[config.mk]
export PLATFORM = sky130hd
export DESIGN_NAME = fetch_unit_flat
export DESIGN_NICKNAME = d
export VERILOG_FILES = /design/src/rtl/fetch_unit_if.sv /design/src/rtl/fetch_unit.sv /design/src/flat_wrapper.sv
export SDC_FILE = /design/constraint.sdc
export NUM_CORES = 1
export LEC_CHECK = 0
export ABC_AREA = 1
export BUFFER_PORTS_ARGS = -buffer_cell sky130_fd_sc_hd__buf_2
export CAP_MARGIN = 20
export CORE_ASPECT_RATIO = 1.2
export CORE_MARGIN = 5
export CORE_UTILIZATION = 50
export CTS_CLUSTER_DIAMETER = 80
export DETAILED_ROUTE_END_ITERATION = 8
export GPL_TIMING_DRIVEN = 0
export PLACE_DENSITY = 0.75
export SYNTH_ARGS = -nofsm -noshare
export SYNTH_HDL_FRONTEND = slang
export SYNTH_SLANG_ARGS = --single-unit
export TNS_END_PERCENT = 100
[constraint.sdc]
create_clock -name clk -period 10.45 [get_ports clk]
set_input_delay 1.5675 -clock clk [delete_from_list [all_inputs] [get_ports clk]]
set_output_delay 1.5675 -clock clk [all_outputs]
set_load 0.05 [all_outputs]
[src/rtl/fetch_unit_if.sv]
// Fetch unit bus bundle: imem request/response channel,
// redirect input and the decode-facing instruction stream.
interface fetch_unit_if #(
    parameter int DATA_WIDTH = 32,
    parameter int ADDR_WIDTH = 32
);
    logic                  imem_req_o;
    logic [ADDR_WIDTH-1:0] imem_addr_o;
    logic                  imem_ready_i;
    logic                  imem_rvalid_i;
    logic [DATA_WIDTH-1:0] imem_rdata_i;
    logic                  redirect_i;
    logic [ADDR_WIDTH-1:0] redirect_pc_i;
    logic                  instr_valid_o;
    logic [DATA_WIDTH-1:0] instr_o;
    logic [ADDR_WIDTH-1:0] instr_pc_o;
    logic                  instr_ready_i;

    modport master (
        output imem_req_o,
        output imem_addr_o,
        input  imem_ready_i,
        input  imem_rvalid_i,
        input  imem_rdata_i,
        input  redirect_i,
        input  redirect_pc_i,
        output instr_valid_o,
        output instr_o,
        output instr_pc_o,
        input  instr_ready_i
    );

    modport slave (
        input  imem_req_o,
        input  imem_addr_o,
        output imem_ready_i,
        output imem_rvalid_i,
        output imem_rdata_i,
        output redirect_i,
        output redirect_pc_i,
        input  instr_valid_o,
        input  instr_o,
        input  instr_pc_o,
        output instr_ready_i
    );
endinterface

[src/rtl/fetch_unit.sv]
// Instruction fetch front end with credit-limited prefetch queue.
// Optional FETCH_BYPASS_EN: forward a response straight to decode when the queue is empty.
module fetch_unit #(
    parameter int                    DATA_WIDTH  = 32,
    parameter int                    ADDR_WIDTH  = 32,
    parameter logic [ADDR_WIDTH-1:0] RESET_PC    = '0,
    parameter int                    QUEUE_DEPTH = 4
) (
    input logic        clk,
    input logic        rst_n,
    fetch_unit_if.master bus
);
    localparam int PW = $clog2(QUEUE_DEPTH);
    localparam int CW = PW + 1;
    localparam logic [CW-1:0] DEPTH = CW'(QUEUE_DEPTH);
    localparam logic [ADDR_WIDTH-1:0] STEP = ADDR_WIDTH'(4);

    logic [ADDR_WIDTH-1:0] fetch_pc;
    logic [ADDR_WIDTH-1:0] resp_pc;
    logic [CW-1:0]         count;
    logic [CW-1:0]         outstanding;
    logic [CW-1:0]         drop;
    logic [PW-1:0]         wr_ptr;
    logic [PW-1:0]         rd_ptr;
    logic [DATA_WIDTH-1:0] data_q [QUEUE_DEPTH];
    logic [ADDR_WIDTH-1:0] pc_q   [QUEUE_DEPTH];

    logic [CW-1:0]         credits;
    logic                  req;
    logic                  accept;
    logic                  resp;
    logic                  dropping;
    logic                  head_valid;
    logic                  bypass;
    logic                  consume;
    logic                  push;
    logic                  pop;
    logic [ADDR_WIDTH-1:0] target_pc;

    // Handshake decode: credits bound queue entries plus in-flight requests.
    always_comb begin
        credits    = DEPTH - count - outstanding;
        req        = rst_n & ~bus.redirect_i & (credits != '0);
        accept     = req & bus.imem_ready_i;
        resp       = bus.imem_rvalid_i;
        dropping   = resp & (drop != '0);
        head_valid = rst_n & (count != '0);
`ifdef FETCH_BYPASS_EN
        bypass     = rst_n & resp & ~dropping & (count == '0) & ~bus.redirect_i;
`else
        bypass     = 1'b0;
`endif
        consume    = bypass & bus.instr_ready_i;
        push       = rst_n & resp & ~dropping & ~bus.redirect_i & ~consume;
        pop        = head_valid & bus.instr_ready_i;
        target_pc  = bus.redirect_pc_i & ~ADDR_WIDTH'(3);
    end

    // Output drive: queue head first, then bypassed response, else zero.
    always_comb begin
        bus.imem_req_o    = req;
        bus.imem_addr_o   = rst_n ? fetch_pc : RESET_PC;
        bus.instr_valid_o = 1'b0;
        bus.instr_o       = '0;
        bus.instr_pc_o    = '0;
        if (head_valid) begin
            bus.instr_valid_o = 1'b1;
            bus.instr_o       = data_q[rd_ptr];
            bus.instr_pc_o    = pc_q[rd_ptr];
        end else if (bypass) begin
            bus.instr_valid_o = 1'b1;
            bus.instr_o       = bus.imem_rdata_i;
            bus.instr_pc_o    = resp_pc;
        end
    end

    // Control state: PCs, occupancy, in-flight and stale-response counters.
    always_ff @(posedge clk) begin
        if (!rst_n) begin
            fetch_pc    <= RESET_PC;
            resp_pc     <= RESET_PC;
            count       <= '0;
            outstanding <= '0;
            drop        <= '0;
            wr_ptr      <= '0;
            rd_ptr      <= '0;
        end else if (bus.redirect_i) begin
            fetch_pc    <= target_pc;
            resp_pc     <= target_pc;
            count       <= '0;
            wr_ptr      <= '0;
            rd_ptr      <= '0;
            outstanding <= outstanding - CW'(resp);
            drop        <= outstanding - CW'(resp);
        end else begin
            if (accept) begin
                fetch_pc <= fetch_pc + STEP;
            end
            if (push | consume) begin
                resp_pc <= resp_pc + STEP;
            end
            outstanding <= outstanding + CW'(accept) - CW'(resp);
            if (dropping) begin
                drop <= drop - CW'(1);
            end
            count <= count + CW'(push) - CW'(pop);
            if (push) begin
                wr_ptr <= wr_ptr + PW'(1);
            end
            if (pop) begin
                rd_ptr <= rd_ptr + PW'(1);
            end
        end
    end

    // Queue storage: each entry holds the instruction and its PC.
    always_ff @(posedge clk) begin
        if (push) begin
            data_q[wr_ptr] <= bus.imem_rdata_i;
            pc_q[wr_ptr]   <= resp_pc;
        end
    end
endmodule
[src/flat_wrapper.sv]
// flat-port wrapper written by rule: the top's interface ports become plain ports
module fetch_unit_flat 
#(
    parameter int                    DATA_WIDTH  = 32,
    parameter int                    ADDR_WIDTH  = 32,
    parameter logic [ADDR_WIDTH-1:0] RESET_PC    = '0,
    parameter int                    QUEUE_DEPTH = 4
)
  (clk, rst_n, bus_imem_req_o, bus_imem_addr_o, bus_imem_ready_i, bus_imem_rvalid_i, bus_imem_rdata_i, bus_redirect_i, bus_redirect_pc_i, bus_instr_valid_o, bus_instr_o, bus_instr_pc_o, bus_instr_ready_i);
  fetch_unit_if #(.DATA_WIDTH(DATA_WIDTH), .ADDR_WIDTH(ADDR_WIDTH)) bus_i ();
  input logic clk;
  input logic rst_n;
  output wire logic [$bits(bus_i.imem_req_o)-1:0] bus_imem_req_o;
  output wire logic [$bits(bus_i.imem_addr_o)-1:0] bus_imem_addr_o;
  input wire logic [$bits(bus_i.imem_ready_i)-1:0] bus_imem_ready_i;
  input wire logic [$bits(bus_i.imem_rvalid_i)-1:0] bus_imem_rvalid_i;
  input wire logic [$bits(bus_i.imem_rdata_i)-1:0] bus_imem_rdata_i;
  input wire logic [$bits(bus_i.redirect_i)-1:0] bus_redirect_i;
  input wire logic [$bits(bus_i.redirect_pc_i)-1:0] bus_redirect_pc_i;
  output wire logic [$bits(bus_i.instr_valid_o)-1:0] bus_instr_valid_o;
  output wire logic [$bits(bus_i.instr_o)-1:0] bus_instr_o;
  output wire logic [$bits(bus_i.instr_pc_o)-1:0] bus_instr_pc_o;
  input wire logic [$bits(bus_i.instr_ready_i)-1:0] bus_instr_ready_i;
  assign bus_imem_req_o = bus_i.imem_req_o;
  assign bus_imem_addr_o = bus_i.imem_addr_o;
  assign bus_i.imem_ready_i = bus_imem_ready_i;
  assign bus_i.imem_rvalid_i = bus_imem_rvalid_i;
  assign bus_i.imem_rdata_i = bus_imem_rdata_i;
  assign bus_i.redirect_i = bus_redirect_i;
  assign bus_i.redirect_pc_i = bus_redirect_pc_i;
  assign bus_instr_valid_o = bus_i.instr_valid_o;
  assign bus_instr_o = bus_i.instr_o;
  assign bus_instr_pc_o = bus_i.instr_pc_o;
  assign bus_i.instr_ready_i = bus_instr_ready_i;
  fetch_unit #(.DATA_WIDTH(DATA_WIDTH), .ADDR_WIDTH(ADDR_WIDTH), .RESET_PC(RESET_PC), .QUEUE_DEPTH(QUEUE_DEPTH)) u_core (.clk(clk), .rst_n(rst_n), .bus(bus_i));
endmodule
==> flow_summary.ini, run 1 <==
[grt]
grt_use_total = 0.234
grt_pass1_vias = 11900
gr-total-overflow = 0
grt_pass1_wl_mm = 62.5
antenna_found_initial = 0
grt_max_degree = 30

[critical_path]
required_ns = 8.88
worst_ep_arrival_time_ns = 3.27
worst_setup_path_start_kind = input port
timing.rr.start = u_core.drop[0]$_SDFFE_PN0P_
r2r_cells = 9
r2r_setup_slack_ns = 7.21
path_max_fanout = 10
end_kind = output port
path_class = in2out
worstReg2RegEnd = u_core.pc_q[2][13]$_DFFE_PP_

[yosys]
yosys.area_share.adder = 0.0170
synth_top_family_by_area = simple AND/OR/NAND/NOR gates
synth-seq-area-share = 0.600
synth_flop_cell = edfxtp_1
synth_compound_area_frac = 0.0998
synth-simple-area-share = 0.215
synth_cell_type_count = 39
async_flop_share = 0
yosysWarnings = 0
synth_edf_count = 248
synth_xor_area_frac = 0.00999
ys_ff_latch = 323
muxShareOfSynthArea = 0
syn-cell-area_sq_mm = 0.0149
syn_inst = 1654
avgSynthCellArea_sq_um = 9.01

[place]
hpwl_mm = 27.3
place_ws_ns = 5.48
postPlaceCellArea_sq_mm = 0.0165
place.gp.congestion = 0.936
port_buffers = 161

[sta]
setup_viol = 0
finalHoldViolCount = 0
slew_viol_final = 0
worst_pin_slew_ns = 0.852
setup_tns_ns = 0
fin_crit_sh = 0.463
fin_ws_ns = 5.61
grt_setup_unrepaired = false
final.min_clock_period_ns = 4.84
max_freq_ghz = 0.207
slew_headroom = 0.431
finClkSkew_ns = 0.0184

[clock_network]
hold_buffers = 0
cts_tree = built
cts_resized = 0
worstSkewPairLatency_ns = 0.52
htreeDepth = 2
path_clk_slew_ns = 0.06
numCtsBuffers = 34
cts-root-buf = clkbuf_16
cts.path.max_buffers = 3
post_cts_buffers = 0
clock-sinks = 323

[layout]
register_area_sq_mm = 0.00895
final_cell_mix = 334 x nand2_1, 332 x nor2_1, 248 x edfxtp_1
antenna_cells = 0
final_common_cell = nand2_1
drive_above_1_share = 0.144
n_fill_cell = 2484
multi_input_area_sq_mm = 0.00514
area_growth_pct = 17.4
finalNetCount = 1952
final_area_sq_mm = 0.0175

[pwr]
finalPower_w = 0.00279
leakagePower_nw = 7.06
power_density_mw_per_mm2 = 159
peakVddDrop_v = 0.000107

[route]
firstDrtPassIters = 5
vias_per_cell = 5.35
final_antenna_net_count = 0
drtIter0Drc = 1137
drc = 0
wl_mm = 39.4
wl_per_cell_um = 17.3
routed-via-count = 12200

[floorplan]
initial_core_util = 0.505
core-area_sq_mm = 0.0295
die_area_sq_mm = 0.0334
ios = 168
die_y_um = 199
rows = 69
dieWidth_um = 168

[hold_path]
hp-start = u_core.drop[1]$_SDFFE_PN0P_
min_path_cells = 2
hold_class = reg2reg
hold_end = u_core.drop[1]$_SDFFE_PN0P_

[status]
run_status = complete, no violations

[run]
drv_cap = 0
cell families (layout without fill, tap and decap cells):
kind of cell / count (synthesis) / after routing
DFF: 323 / 323
and+or+nand+nor: 789 / 789
AOI/OAI and AO/OA: 290 / 290
xor gates and xnor gates: 17 / 17
other: 1 / 4
adders and majority gates: 19 / 19
buffers and inverters: 215 / 444
critical path, cell delays in order:
cell      delay (ns)
buf_2           0.13
inv_2           0.07
a31oi_1         0.35
inv_2           0.21
clkbuf_1        0.32
a21oi_1         0.30
buf_2           0.32
how the worst max path moves through the flow:
stage	startpoint	slack [ns]	end
after floorplan	rst_n	5.17	bus_instr_o[0]
after global placement	rst_n	2.90	u_core.data_q[1][10]$_DFFE_PP_
after detailed placement	rst_n	5.48	bus_instr_pc_o[9]
after CTS	rst_n	5.45	bus_instr_pc_o[9]
after global routing	rst_n	5.38	bus_instr_pc_o[9]
final	rst_n	5.61	bus_instr_pc_o[9]
flip-flops by register name, indices dropped and copies added, names as in the netlist, named ones only:
register and flops:
u_core.data_q 128, u_core.pc_q 120, u_core.fetch_pc 30, u_core.resp_pc 30, u_core.count 3, u_core.drop 3, u_core.outstanding 3, u_core.rd_ptr 2
u_core.wr_ptr 2
cells in the mapped netlist, drive strengths merged, types with 2 or more instances:
cell | count | share of area
a21o | 2 | 0.0010
nand3b | 11 | 0.0055
xnor2 | 6 | 0.0035
o21a | 2 | 0.0010
o211ai | 2 | 0.0010
clkinv | 4 | 0.0011
inv | 136 | 0.034
nand3 | 76 | 0.027
nand4 | 9 | 0.0038
edfxtp | 248 | 0.50
xor2 | 11 | 0.0065
a21oi | 108 | 0.036
nand2 | 336 | 0.085
buf | 28 | 0.011
ha | 17 | 0.014
clkbuf | 47 | 0.012
dfxtp | 75 | 0.10
fa | 2 | 0.0027
o21ai | 162 | 0.054
a31oi | 11 | 0.0046
nor2 | 348 | 0.090
nor3 | 7 | 0.0023
through the flow:
step                      hold WS, ns  instances  utilization
final                           0.473       2276        0.593
after global routing            0.498       2276        0.593
after CTS                       0.473       2276        0.593
after detailed placement        0.460       2217        0.557
after global placement          0.444       2208        0.549
after floorplan                 0.433       1657            -
layer usage:
layer,GRT usage,share of wire,up-vias
li1,-,-,5914
met1,0.304,0.40,5629
met2,0.409,0.50,552
met3,0.0301,0.073,74
met4,0.0803,0.030,0
met5,0,0,-
area by class of cell:
class                   instances  share of cell area
well taps                     390              0.0279
inverters                     140              0.0301
plain buffers                  75              0.0191
multi-input cells            1119               0.294
clock buffers                  44              0.0526
repair buffers                170              0.0581
flip-flops and latches        323               0.511
clock inverters                15             0.00715
power by group:
part / leakage, nW / switching, W / internal [W]
Sequential: 2.88 / 0.0000339 / 0.00141
Clock: 0.511 / 0.000484 / 0.000650
Combinational: 3.67 / 0.000144 / 0.0000650
Power figures use the tool's default switching activity.
==> run 2, diff against run 1 <==
--- a/config.mk
+++ b/config.mk
@@ -5,7 +5,7 @@
 export SDC_FILE = /design/constraint.sdc
 export NUM_CORES = 1
 export LEC_CHECK = 0
-export ABC_AREA = 1
+export ABC_AREA = 0
 export BUFFER_PORTS_ARGS = -buffer_cell sky130_fd_sc_hd__buf_2
 export CAP_MARGIN = 20
 export CORE_ASPECT_RATIO = 1.2
@@ -14,7 +14,7 @@
 export CTS_CLUSTER_DIAMETER = 80
 export DETAILED_ROUTE_END_ITERATION = 8
 export GPL_TIMING_DRIVEN = 0
-export PLACE_DENSITY = 0.75
+export PLACE_DENSITY = 0.78
 export SYNTH_ARGS = -nofsm -noshare
 export SYNTH_HDL_FRONTEND = slang
 export SYNTH_SLANG_ARGS = --single-unit
==> constraint.sdc (replaced) <==
create_clock -name clk -period 4.2 [get_ports clk]
set_input_delay 0.63 -clock clk [delete_from_list [all_inputs] [get_ports clk]]
set_output_delay 0.63 -clock clk [all_outputs]
set_load 0.05 [all_outputs]
==> run 2 against run 1 <==
Net effect:
- clock-buffer cell count shrank 4
- clock power rose by 130%
- critical path type is now reg2reg
- highest routed layer unchanged
- largest power group unchanged
- wire length down 23%
- combinational power grew to 3.0 times the previous value
==> flow_summary.ini, run 2 <==
[status]
run_status = complete, no violations

[yosys]
synth_edf_count = 248
yosys-top-cells-count = 248 x edfxtp_1, 90 x and2_1, 75 x dfxtp_1
synth-simple-area-share = 0.0995
syn_inst = 921
synth_top_family_by_area = multiplexers
yosysWarnings = 0
avgSynthCellArea_sq_um = 14.9
synth-seq-area-share = 0.650
synth_cell_type_count = 52
synth_xor_area_frac = 0.0380
post-synth-top-area-fraction = 0.541
synth_compound_area_frac = 0.0624
synth_flop_cell = edfxtp_1
syn-cell-area_sq_mm = 0.0138
yosys-top-cells-area = edfxtp_1 54%, dfxtp_1 11%, mux4_2 10%
synth_most_common_cell = edfxtp_1
muxShareOfSynthArea = 0.108
ys_ff_latch = 323
async_flop_share = 0
yosys.area_share.adder = 0.0184
synth_largest_area_cell = edfxtp_1

[layout]
final_common_cell = edfxtp_1
largestRegisters = u_core.data_q x128, u_core.pc_q x120
final_cell_mix = 248 x edfxtp_1, 166 x buf_2, 90 x and2_1
n_fill_cell = 2128
area_growth_pct = 16.8
layoutNonFillerInstCount = 1485
register_area_sq_mm = 0.00895
utilization = 0.592
finalNetCount = 1210
final_area_sq_mm = 0.0161
multi_input_area_sq_mm = 0.00452
top_register = u_core.data_q
largest_register_ffs = 128
drive_above_1_share = 0.273

[critical_path]
end_kind = flop
cp_top_family = adder cells
worst_ep_arrival_time_ns = 4.18
path_max_fanout = 10
required_ns = 4.62
crit_slowest_cell = clkbuf_1
path_cells = ha_1 > inv_1 > ha_1 > nor2_1 > clkbuf_1 > a211oi_1 > ha_1 > fa_1 > xor2_1 > o21ai_0 > xnor2_1 > nor2_1
cp_num_buf_inv = 2
critPathMaxStageDelay_ns = 0.70
path_class = reg2reg
worst_setup_path_start_kind = flop
crit_top_cell = ha_1

[sta]
final.min_clock_period_ns = 3.76
max_freq_ghz = 0.266
slew_viol_final = 0
finalHoldViolCount = 0
finClkSkew_ns = 0.0115
grt_setup_unrepaired = false
worst_pin_slew_ns = 0.854
setup_viol = 0
setup_tns_ns = 0
fin_crit_sh = 0.895
slew_headroom = 0.428

[route]
wl_mm = 30.3
wl_per_cell_um = 20.4
final_antenna_net_count = 0
firstDrtPassIters = 8
drc = 0
routed-via-count = 8439
vias_per_cell = 5.68
drtIter0Drc = 619

[clock_network]
htreeDepth = 1
post_cts_buffers = 0
cts.path.max_buffers = 3
cts_tree = built
worstSkewPairLatency_ns = 0.55
hold_buffers = 0
clock-sinks = 323
path_clk_slew_ns = 0.06
numCtsBuffers = 31
cts-root-buf = clkbuf_16
cts_resized = 0

[floorplan]
dieWidth_um = 161
die_y_um = 192
die_area_sq_mm = 0.0310
initial_core_util = 0.507
rows = 66
ios = 168
core-area_sq_mm = 0.0272

[pwr]
p_sw_w = 0.00164
leakagePower_nw = 5.62
p_comb_frac = 0.092
p_clk_frac = 0.378
power_density_mw_per_mm2 = 424
peakVddDrop_v = 0.000257
internal_power_w = 0.00518
seqPwrFrac = 0.530
swShare = 0.240

[run]
drv_cap = 0

[grt]
grt_pass1_vias = 8696
grt_max_degree = 57
gr-total-overflow = 0
grt_pass1_wl_mm = 48.0
antenna_found_initial = 0
grt_use_total = 0.197

[place]
place.gp.congestion = 0.940
hpwl_mm = 20.5
postPlaceCellArea_sq_mm = 0.0151
port_buffers = 160
dp_cells = 1428

[hold_path]
hold_class = in2reg
run 2: changes by cell type after synthesis, sizes merged, moves of 28 or more:
cell	before	now
nor2	348	33
nand2	336	33
o21ai	162	31
inv	136	25
and2	1	90
mux4	0	62
nand3	76	23
a21oi	108	58
xnor2	6	34
run 2: power by group through the flow:
stage	clock network, W	logic (W)	registers [W]
finish	0.00258	0.000627	0.00361
global route	0.00279	0.000679	0.00362
CTS	0.00264	0.000624	0.00361
detailed placement	0	0.000616	0.00368
global placement	0	0.000599	0.00367
floorplan	0	0.000440	0.00365
run 2: cell families after synthesis:
family                     Yosys count
AOI/OAI and AO/OA                  126
xor gates and xnor gates            58
adders and majority gates           19
buffers and inverters               77
DFF                                323
muxes                               70
other                                1
and+or+nand+nor                    247
run 2: area by class of cell:
| cell class | instances | area share |
|---|---|---|
| Sequential cell | 323 | 0.556 |
| Multi-Input combinational cell | 524 | 0.281 |
| Timing Repair Buffer | 164 | 0.0566 |
| Clock buffer | 40 | 0.0516 |
| Tap cell | 340 | 0.0264 |
| Buffer | 52 | 0.0145 |
| Clock inverter | 16 | 0.00731 |
| Inverter | 25 | 0.00583 |
| Antenna cell | 1 | 0.000156 |
run 2: routing by layer:
metal,global-route usage,part of all wire,up-vias,routed length (um)
met5,0,0,-,0
met4,0.0676,0.026,0,796
met3,0.0307,0.059,54,1790
met2,0.335,0.49,325,14900
met1,0.262,0.42,4167,12800
li1,-,-,3893,-
run 2: stage by stage:
stage | hold WS (ns) | power, W | setup WS [ns]
floorplan | 0.469 | 0.00409 | 0.961
global placement | 0.483 | 0.00427 | -0.768
detailed placement | 0.487 | 0.00429 | 0.478
CTS | 0.270 | 0.00687 | 0.463
global route | 0.271 | 0.00708 | 0.294
finish | 0.292 | 0.00682 | 0.441
run 2: final timing paths:
check	start	end	slack (ns)	cells past startpoint
setup reg to reg	u_core.count[1]$_SDFF_PP0_	u_core.outstanding[2]$_SDFF_PN0_	0.44	12
setup / recovery	u_core.count[1]$_SDFF_PP0_	u_core.outstanding[2]$_SDFF_PN0_	0.44	12
hold / removal	bus_imem_rdata_i[0]	u_core.data_q[3][0]$_DFFE_PP_	0.29	1
hold reg to reg	u_core.wr_ptr[1]$_SDFFE_PP0P_	u_core.wr_ptr[1]$_SDFFE_PP0P_	0.50	2
run 2: worst reg2reg max path, cell delays in order, from the launching register on:
cell,delay [ns]
dfxtp_1,0.36
ha_1,0.29
inv_1,0.04
ha_1,0.29
nor2_1,0.43
clkbuf_1,0.71
a211oi_1,0.28
ha_1,0.29
fa_1,0.40
xor2_1,0.17
o21ai_0,0.19
xnor2_1,0.15
nor2_1,0.05
==> run 3, diff against run 2 <==
--- a/config.mk
+++ b/config.mk
@@ -8,13 +8,15 @@
 export ABC_AREA = 0
 export BUFFER_PORTS_ARGS = -buffer_cell sky130_fd_sc_hd__buf_2
 export CAP_MARGIN = 20
+export CELL_PAD_IN_SITES_DETAIL_PLACEMENT = 0
+export CELL_PAD_IN_SITES_GLOBAL_PLACEMENT = 1
 export CORE_ASPECT_RATIO = 1.2
 export CORE_MARGIN = 5
-export CORE_UTILIZATION = 50
+export CORE_UTILIZATION = 44
 export CTS_CLUSTER_DIAMETER = 80
 export DETAILED_ROUTE_END_ITERATION = 8
 export GPL_TIMING_DRIVEN = 0
-export PLACE_DENSITY = 0.78
+export PLACE_DENSITY = 0.81
 export SYNTH_ARGS = -nofsm -noshare
 export SYNTH_HDL_FRONTEND = slang
 export SYNTH_SLANG_ARGS = --single-unit
==> run 3 against run 2 <==
Net effect:
- final cell count rose by 4.2%
- register-to-register slack improved by 0.05 ns
- flip-flop and latch count did not move
- power rose by 4.7%
- final area rose by 1.3%
- utilization fell by 6.8 points
- critical endpoint unchanged
- largest power group unchanged
==> flow_summary.ini, run 3 (synthesis results as in run 2) <==
[status]
run_status = complete, no violations

[clock_network]
cts.path.max_buffers = 3
worstSkewPairLatency_ns = 0.57
cts-root-buf = clkbuf_16
post_cts_buffers = 0
hold_buffers = 0
numCtsBuffers = 31
clock-sinks = 323
htreeDepth = 1
path_clk_slew_ns = 0.06
cts_tree = built
cts_resized = 0

[route]
routed-via-count = 8300
firstDrtPassIters = 5
final_antenna_net_count = 0
drtIter0Drc = 412
wl_mm = 30.7
vias_per_cell = 5.37
drc = 0
wl_per_cell_um = 19.8

[grt]
grt_pass1_vias = 8757
grt_max_degree = 45
antenna_found_initial = 0
grt_pass1_wl_mm = 48.4
gr-total-overflow = 0
grt_use_total = 0.176

[pwr]
finalPower_w = 0.00714
leakagePower_nw = 5.69
power_density_mw_per_mm2 = 438
peakVddDrop_v = 0.000273

[run]
drv_cap = 0

[floorplan]
rows = 71
initial_core_util = 0.443
core-area_sq_mm = 0.0311
die_y_um = 204
ios = 168
dieWidth_um = 171
die_area_sq_mm = 0.0349

[sta]
finClkSkew_ns = 0.0104
final.min_clock_period_ns = 3.71
fin_crit_sh = 0.884
grt_setup_unrepaired = false
fin_ws_ns = 0.488
slew_headroom = 0.409
max_freq_ghz = 0.269
setup_viol = 0
worst_hold_slack_ns = 0.276
finalHoldViolCount = 0
worst_pin_slew_ns = 0.884
setup_tns_ns = 0
slew_viol_final = 0

[critical_path]
path_class = reg2reg
worst_ep_arrival_time_ns = 4.15
end_kind = flop
timing.rr.start = u_core.outstanding[1]$_SDFF_PN0_
path_max_fanout = 10
required_ns = 4.64
r2r_setup_slack_ns = 0.49
worst_setup_path_start_kind = flop
r2r_cells = 12
worstReg2RegEnd = u_core.outstanding[2]$_SDFF_PN0_

[layout]
final_cell_mix = 248 x edfxtp_1, 166 x buf_2, 90 x and2_1
largestRegisters = u_core.data_q x128, u_core.pc_q x120
area_growth_pct = 18.4
finalNetCount = 1210
antenna_cells = 0
drive_above_1_share = 0.273
n_fill_cell = 2652
register_area_sq_mm = 0.00895
utilization = 0.524
final_common_cell = edfxtp_1
top_register = u_core.data_q
largest_register_ffs = 128
multi_input_area_sq_mm = 0.00452

[hold_path]
min_path_cells = 1
hold_class = in2reg
hold_end = u_core.data_q[2][7]$_DFFE_PP_
hp-start = bus_imem_rdata_i[7]

[place]
port_buffers = 160
hpwl_mm = 21.0
place.gp.congestion = 0.873
place_ws_ns = 0.539
## run 3: cell types whose count changed in the layout (fill, tap and decap cells not counted), sizes merged
cell | before | now
clkinvlp | 4 | 2
inv | 25 | 29
diode | 1 | 0
bufinv | 1 | 4
clkbuf | 79 | 76
## run 3: through the flow
stage,area (sq um),std cells
floorplan,13800,924
CTS,16300,1547
detailed placement,15200,1489
global placement,15100,1485
finish,16300,1547
global route,16300,1547
## run 3: worst max-delay path: stages, from the launching register on
cell and delay [ns]:
dfxtp_1 0.36, ha_1 0.30, inv_1 0.04, ha_1 0.29, nor2_1 0.37, clkbuf_1 0.69, a211oi_1 0.29, ha_1 0.28
fa_1 0.39, xor2_1 0.17, o21ai_0 0.21, xnor2_1 0.14, nor2_1 0.05
## run 3: per-layer routing
metal / track usage / up-vias / wire length (um)
met2: 0.303 / 234 / 15300
met5: 0 / - / 0
met1: 0.233 / 4107 / 13100
li1: - / 3905 / -
met3: 0.0227 / 54 / 1490
met4: 0.0575 / 0 / 842
## run 3: cell type report
| type | count | area share |
|---|---|---|
| plain buffers | 52 | 0.0143 |
| clock buffers | 37 | 0.0529 |
| clock inverters | 21 | 0.0137 |
| inverters | 25 | 0.00576 |
| multi-input cells | 524 | 0.278 |
| flip-flops and latches | 323 | 0.549 |
| well taps | 401 | 0.0308 |
| repair buffers | 164 | 0.0559 |
## run 3: worst max-delay path by stage
stage                                      from                          endpoint  slack (ns)  cells after the start
5_1_grt              u_core.count[1]$_SDFF_PP0_  u_core.outstanding[2]$_SDFF_PN0_        0.37                     12
2_1_floorplan        u_core.count[1]$_SDFF_PP0_  u_core.outstanding[2]$_SDFF_PN0_        0.96                     12
3_3_place_gp                     bus_redirect_i     u_core.data_q[0][9]$_DFFE_PP_       -0.93                      5
4_1_cts        u_core.outstanding[1]$_SDFF_PN0_  u_core.outstanding[2]$_SDFF_PN0_        0.53                     12
6_report       u_core.outstanding[1]$_SDFF_PN0_  u_core.outstanding[2]$_SDFF_PN0_        0.49                     12
3_5_place_dp   u_core.outstanding[1]$_SDFF_PN0_  u_core.outstanding[2]$_SDFF_PN0_        0.54                     12
## run 3: power by group
part | switching [W] | internal [W]
logic | 0.000418 | 0.000201
clock network | 0.00119 | 0.00172
registers | 0.0000879 | 0.00352
total | 0.00170 | 0.00544
